<file path="config.mk">
export PLATFORM = sky130hd
export DESIGN_NAME = fetch_unit
export DESIGN_NICKNAME = d
export VERILOG_FILES = /design/src/rtl/cpu_pkg.sv /design/src/rtl/fetch_unit.sv
export SDC_FILE = /design/constraint.sdc
export NUM_CORES = 1
export LEC_CHECK = 0
export ABC_AREA = 1
export CELL_PAD_IN_SITES_DETAIL_PLACEMENT = 1
export CELL_PAD_IN_SITES_GLOBAL_PLACEMENT = 2
export CORE_MARGIN = 1
export CORE_UTILIZATION = 25
export CTS_CLUSTER_SIZE = 24
export DETAILED_ROUTE_END_ITERATION = 8
export PLACE_DENSITY_LB_ADDON = 0.15
export SLEW_MARGIN = 5
export SYNTH_ARGS = -nofsm -noshare
export SYNTH_HDL_FRONTEND = slang
export SYNTH_SLANG_ARGS = --single-unit
</file>
<file path="constraint.sdc">
create_clock -name clk -period 1.8 [get_ports clk]
set_input_delay 0.36 -clock clk [delete_from_list [all_inputs] [get_ports clk]]
set_output_delay 0.36 -clock clk [all_outputs]
set_load 0.05 [all_outputs]
</file>
<file path="src/rtl/cpu_pkg.sv">
// Shared CPU definitions: datapath word width, fetch FSM states and default reset PC.
package cpu_pkg;

  localparam int unsigned WORD_W = 16;

  localparam logic [WORD_W-1:0] DEFAULT_RESET_PC = 16'h0000;

  typedef enum logic [0:0] {
    RUN,
    HALT
  } fetch_state_t;

endpackage

</file>
<file path="src/rtl/fetch_unit.sv">
// Instruction-fetch stage: owns the PC and tracks the synchronous imem output slot.
// Optional performance counters are enabled by defining FETCH_PERF_EN.
module fetch_unit
  import cpu_pkg::*;
#(
  parameter logic [WORD_W-1:0] RESET_PC = DEFAULT_RESET_PC
) (
  input  logic              clk,
  input  logic              rst,
  input  logic              stall_in,
  input  logic              redirect_valid,
  input  logic [WORD_W-1:0] redirect_pc,
  input  logic              halt_req,
  output logic [WORD_W-1:0] imem_addr,
  output logic              imem_stall,
  output logic [WORD_W-1:0] if_pc,
  output logic              if_valid,
`ifdef FETCH_PERF_EN
  output logic [15:0]       perf_fetched,
  output logic [15:0]       perf_flushed,
`endif
  output logic              halted
);

  fetch_state_t      state_q, state_d;
  logic [WORD_W-1:0] pc_q, pc_d;
  logic [WORD_W-1:0] if_pc_q, if_pc_d;
  logic              if_valid_q, if_valid_d;

  // Priority: redirect > halt > stall > advance.
  always_comb begin
    state_d    = state_q;
    pc_d       = pc_q;
    if_pc_d    = if_pc_q;
    if_valid_d = if_valid_q;
    case (state_q)
      RUN: begin
        if (redirect_valid) begin
          pc_d       = redirect_pc;
          if_pc_d    = pc_q;
          if_valid_d = 1'b0;
        end else if (halt_req) begin
          state_d    = HALT;
          if_valid_d = 1'b0;
        end else if (!stall_in) begin
          pc_d       = pc_q + 16'd1;
          if_pc_d    = pc_q;
          if_valid_d = 1'b1;
        end
      end
      HALT: begin
        if_valid_d = 1'b0;
        if (redirect_valid) begin
          pc_d    = redirect_pc;
          state_d = RUN;
        end
      end
      default: state_d = RUN;
    endcase
  end

  always_ff @(posedge clk or posedge rst) begin
    if (rst) begin
      state_q    <= RUN;
      pc_q       <= RESET_PC;
      if_pc_q    <= '0;
      if_valid_q <= 1'b0;
    end else begin
      state_q    <= state_d;
      pc_q       <= pc_d;
      if_pc_q    <= if_pc_d;
      if_valid_q <= if_valid_d;
    end
  end

  assign imem_addr  = pc_q;
  assign imem_stall = (stall_in & ~redirect_valid) | ((state_q == HALT) & ~redirect_valid);
  assign if_pc      = if_pc_q;
  assign if_valid   = if_valid_q;
  assign halted     = (state_q == HALT);

`ifdef FETCH_PERF_EN
  logic advance;
  logic flush;
  logic [15:0] fetched_q, flushed_q;

  assign advance = (state_q == RUN) & ~redirect_valid & ~halt_req & ~stall_in;
  // if_valid_q is always low in HALT, so only RUN-state squashes count.
  assign flush   = redirect_valid & if_valid_q;

  always_ff @(posedge clk or posedge rst) begin
    if (rst) begin
      fetched_q <= '0;
      flushed_q <= '0;
    end else begin
      if (advance) fetched_q <= fetched_q + 16'd1;
      if (flush)   flushed_q <= flushed_q + 16'd1;
    end
  end

  assign perf_fetched = fetched_q;
  assign perf_flushed = flushed_q;
`endif

endmodule

</file>
==> run_results.csv, run 1 <==
group,metric,value,unit
floorplan,die_x,88.1,µm
synth,synth.distinct_cells,22,
timing,slew_headroom,69.3,%
floorplan,core,7210,µm²
synth,yosysSeqAreaShare,45.9,%
power_and_ir_drop,p_leak,1.28,nW
flow_run,drv_cap,0,
setup_path,start_kind,"primary input",
setup_path,crit_path_top_delay_cell,"clkdlybuf4s50_1",
setup_path,crit_required,1.44,ns
clocking,numCtsBuffers,5,
floorplan,die_area,7760,µm²
placed_design,placed_cell_area,2520,µm²
clocking,clockBufferDepth,2,
timing,max_clock_freq,594,MHz
detailed_routing,dr.pass1.iters,4,
detailed_routing,drt-initial-drc-count,34,
timing,fin_crit,1.68,ns
clocking,postCtsSetupRepairBufs,0,
finish,area_growth,40.2,%
setup_path,cp_max_fo,4,
setup_path,path_buf_inv,3,
grt,grt_remaining_overflow,0,
clocking,ctsHtreeMaxLevel,2,
setup_path,crit_path_end_kind,"output port",
detailed_routing,highest_layer,"met4",
clocking,cts_resized,0,
detailed_routing,dr_wl_met3,150,µm
synth,syn_area,1850,µm²
power_and_ir_drop,p_int,1.55,mW
power_and_ir_drop,switching_share,45.0,%
detailed_routing,post_drt_wl_per_cell,13.2,µm
power_and_ir_drop,ir_drop,0.000317,V
setup_path,cp.arrival,1.32,ns
clocking,clock_sink_count,34,
synth,yosys_warnings,0,
placed_design,io_buffers,55,
detailed_routing,dr_wl_met2,2490,µm
setup_path,cp_slowest_stage_delay,0.46,ns
detailed_routing,num_vias,1841,
timing,final.period_utilization,93.6,%
detailed_routing,routed_via_density,4.38,
finish,mostFrequentLayoutCell,"nand2_1",
floorplan,start_util,25.7,%
grt,grt_pass1_wl,8920,µm
run_status,status,"finished, final reports clean",
setup_path,critPathTopFamily,"buffers and inverters",
power_and_ir_drop,p_per_area,1080,nW/µm²
timing,slew_violations,0,
grt,grt_pass1_vias,1769,
synth,syn_inst,257,
power_and_ir_drop,pwr-share-clk,19.2,%
timing,rsz0062_at_grt,"no",
finish,layout-drive-gt1-share,19.6,%
synth,avgSynthCellArea,7.21,µm²
setup_path,path_cells,"clkdlybuf4s50_1 > inv_1 > a21oi_4 > buf_12",
placed_design,gp_congestion,0.729,
floorplan,io_pins,56,
finish,nets,343,
synth,syn_nets,279,
floorplan,die_y,88.1,µm
power_and_ir_drop,comb_power_share,44.3,%
finish,antenna_cells,0,
finish,stdcell_area,2600,µm²
timing,setup_tns,0,ns
detailed_routing,wirelength,5540,µm
synth,synth-seq-cells,34,
placed_design,hpwl,4180,µm
timing,setup_viol,0,
grt,grt_usage,15.3,%
detailed_routing,drc_errors,0,
finish,final_cell_mix,"nand2_1 (74), buf_4 (41), nor2_1 (37)",
setup_path,critPathKind,"primary input to output port",
power_and_ir_drop,seqPwrFrac,36.6,%
floorplan,fp-row-count,31,
power_and_ir_drop,p_sw,1.27,mW
clocking,cts_tree,"yes",
clocking,cts_hold_buf,0,
min_path,min_path_type,"primary input to async pin",
detailed_routing,drt-met1-wl,2840,µm
timing,finClkSkew,0.00569,ns
timing,hold_violations,0,
clocking,cts_root_buf,"clkbuf_8",
clocking,clk_latency,0.28,ns
detailed_routing,ant_nets,0,
clocking,clkTransAtPathRegs,0.07,ns
power_and_ir_drop,fin_total_pwr,2.82,mW
timing,worst_slew_pin_slew,0.460,ns
grt,grt_max_degree,35,
grt,antenna_found_initial,0,
[path summary, 6_finish.rpt]
kind	cells past startpoint	startpoint	slack, ns	endpoint
worst max-delay path	4	stall_in	0.12	imem_stall
worst min-delay path	3	rst	0.48	if_pc[1]
worst max register to register	6	imem_addr[0]	0.25	imem_addr[8]
worst min register to register	2	if_pc[1]	0.49	if_pc[1]
max in group asynchronous	3	rst	0.99	if_pc[13]
min in group clk	2	if_pc[1]	0.49	if_pc[1]
[tightest hold or removal path: stages]
cell and delay (ns):
clkdlybuf4s50_1 0.40, inv_1 0.05, buf_4 0.39
[metal layers]
metal	up-vias	global-route usage (%)
li1	942	-
met1	860	21.4
met2	32	24.5
met3	7	2.17
met4	0	4.84
met5	-	0
[stage by stage]
stage / setup slack (ns) / hold WS (ns) / utilization, % / std cells
global route: 0.0527 / 0.525 / 36.0 / 420
CTS: 0.112 / 0.498 / 36.0 / 420
floorplan: 0.0877 / 0.423 / - / 257
detailed placement: 0.0671 / 0.480 / 34.9 / 413
global placement: 0.0734 / 0.474 / 34.9 / 413
finish: 0.116 / 0.484 / 36.0 / 420
[registers in the layout (all words and copies together), names as in the netlist]
name       flops
if_pc         16
imem_addr     16
halted         1
if_valid       1
[layout make-up]
cell class                      count  area (µm²)
Clock inverter                      2        10.0
Fill cell                         926        4620
Timing Repair Buffer               65         588
Clock buffer                        5        68.8
Tap cell                           99         124
Multi-Input combinational cell    183         836
Inverter                           32         120
Sequential cell                    34         851
[synthesized netlist by cell type]
cell type  count  area, µm²
inv_1         28        105
o21ai_0        9       45.0
nor2_1        37        139
a31oi_1        2       12.5
buf_6          1       11.3
o21ai_2        1       8.76
a21oi_2        4       35.0
dfrtp_1       34        851
a31oi_4        1       21.3
buf_4          3       22.5
a21oi_1        6       30.0
ha_1           1       12.5
nand2_1       74        278
or2_0          1       6.26
nor2_2         1       6.26
o21ai_1       22        110
nand4_1        2       12.5
buf_2          4       20.0
o22ai_1        1       6.26
nand3_1       19       95.1
inv_2          4       15.0
nor3_1         2       10.0
[power by group through the flow]
stage	Clock, mW	Combinational (mW)	Sequential, mW
2_1_floorplan	0	0.341	1.51
3_3_place_gp	0	1.25	1.05
3_5_place_dp	0	1.26	1.05
4_1_cts	0.567	1.27	1.04
5_1_grt	0.607	1.35	1.05
6_report	0.540	1.25	1.03
[logic make-up after synthesis]
family / Yosys count / share of synthesized area [%]
AND/OR/NAND/NOR: 136 / 29.5
adder cells (fa/ha/maj): 1 / 0.675
flip-flops: 34 / 45.9
AO/OA/AOI/OAI: 46 / 14.5
buffers and inverters: 40 / 9.39
Note: power is estimated with default switching activity, not from simulation.
==> run 2, diff against run 1 <==
Settings changed: CTS_CLUSTER_SIZE 24 to 28.
==> results of run 2 <==
No change in the layout: final DEF, timing and power equal those of run 1.
==> run 3, diff against run 2 <==
Settings changed: CORE_UTILIZATION 25 to 26, CTS_BUF_LIST from default to sky130_fd_sc_hd__clkbuf_8.
Clock period 1.8 ns to 1.9 ns, I/O delays scaled along.
==> run_results.csv, run 3 (same netlist as run 1, synthesis figures left out) <==
group,metric,value,unit
timing,rsz0062_at_grt,"no",
clocking,clkTransAtPathRegs,0.07,ns
setup_path,ff2ff_path_depth,8,
finish,antenna_cells,0,
power_and_ir_drop,ir_drop,0.000253,V
setup_path,rr_endpoint,"imem_addr[6]",
timing,setup_tns,0,ns
timing,worst_slew_pin_slew,0.488,ns
floorplan,die_x,86.4,µm
timing,setup_viol,0,
setup_path,rr_startpoint,"imem_addr[1]",
placed_design,place_ws,0.133,ns
timing,fin_crit,1.80,ns
setup_path,cp.arrival,1.42,ns
setup_path,reg2reg_slack,0.26,ns
grt,grt_pass1_vias,1770,
finish,area_growth,40.6,%
clocking,cts_root_buf,"clkbuf_8",
min_path,whs_endpoint,"if_pc[1]",
floorplan,start_util,27.1,%
setup_path,crit_path_end_kind,"output port",
timing,final.period_utilization,94.9,%
flow_run,drv_cap,0,
setup_path,cp_max_fo,2,
placed_design,dpl.cell_count,408,
setup_path,path_buf_inv,1,
placed_design,gp_congestion,0.757,
clocking,cts_resized,0,
floorplan,io_pins,56,
clocking,numCtsBuffers,5,
floorplan,die_area,7470,µm²
clocking,cts_hold_buf,0,
grt,antenna_found_initial,0,
run_status,status,"finished, final reports clean",
floorplan,core,6830,µm²
setup_path,cp_slowest_stage_delay,0.80,ns
grt,grt_usage,16.0,%
finish,nets,341,
floorplan,fp-row-count,30,
clocking,postCtsSetupRepairBufs,0,
clocking,clk_latency,0.29,ns
finish,layout-drive-gt1-share,18.8,%
detailed_routing,wirelength,5530,µm
timing,max_clock_freq,555,MHz
floorplan,die_y,86.4,µm
placed_design,hpwl,4040,µm
timing,finClkSkew,0.0124,ns
grt,grt_max_degree,35,
min_path,min_path_type,"register to register",
finish,fin_cells,416,
setup_path,crit_path_top_delay_cell,"clkdlybuf4s50_1",
setup_path,start_kind,"register",
detailed_routing,num_vias,1799,
timing,hold_violations,0,
min_path,hold_start,"if_pc[1]",
clocking,cts_tree,"yes",
placed_design,io_buffers,55,
detailed_routing,post_drt_wl_per_cell,13.3,µm
timing,slew_headroom,67.3,%
clocking,clock_sink_count,34,
detailed_routing,routed_via_density,4.32,
min_path,hold_depth,2,
detailed_routing,dr.pass1.iters,4,
timing,setup_ws,0.0971,ns
detailed_routing,drt-initial-drc-count,94,
finish,final_cell_mix,"nand2_1 (74), nor2_1 (37), buf_4 (37)",
setup_path,path_cells,"clkdlybuf4s50_1",
grt,grt_pass1_wl,9110,µm
setup_path,crit_required,1.52,ns
power_and_ir_drop,p_per_area,1040,nW/µm²
timing,slew_violations,0,
power_and_ir_drop,fin_total_pwr,2.72,mW
clocking,ctsHtreeMaxLevel,2,
grt,grt_remaining_overflow,0,
finish,mostFrequentLayoutCell,"nand2_1",
power_and_ir_drop,p_leak,1.28,nW
clocking,clockBufferDepth,2,
detailed_routing,drc_errors,0,
setup_path,critPathKind,"register to output port",
setup_path,critPathTopFamily,"buffers and inverters",
timing,fin_hold_ws,0.489,ns
detailed_routing,ant_nets,0,
==> run 3: layer usage <==
metal	track usage (%)	vias up	part of all wire, %
li1	-	938	-
met1	23.0	824	54
met2	24.9	33	42
met3	2.19	4	2.8
met4	4.55	0	0.94
met5	0	-	0
==> run 3: cell type report <==
cell class                      count  area, µm²
Clock buffer                        6       82.6
Clock inverter                      2       8.76
Fill cell                         863       4230
Inverter                           32        120
Multi-Input combinational cell    183        836
Sequential cell                    34        851
Tap cell                           96        120
Timing Repair Buffer               63        588
==> run 3: where the power goes <==
part	switching [mW]	total (mW)	internal (mW)	leakage (nW)
clock	0.269	0.556	0.287	0.0524
combinational	0.810	1.18	0.367	0.823
sequential	0.129	0.983	0.854	0.408
total	1.21	2.72	1.51	1.28
==> run 3: how the worst max path moves through the flow <==
stage | startpoint | end | slack [ns] | cells past startpoint
after floorplan | halted | imem_addr[4] | 0.19 | 6
after global placement | redirect_valid | imem_addr[5] | 0.15 | 8
after detailed placement | redirect_valid | imem_addr[5] | 0.13 | 8
after CTS | if_pc[8] | if_pc[8] | 0.08 | 1
after global routing | if_pc[8] | if_pc[8] | 0.06 | 1
final | if_pc[8] | if_pc[8] | 0.1 | 1
==> run 3: through the flow <==
stage	area, µm²	utilization, %
2_1_floorplan	1860	-
3_3_place_gp	2510	36.8
3_5_place_dp	2510	36.8
4_1_cts	2610	38.2
5_1_grt	2610	38.2
6_report	2610	38.2
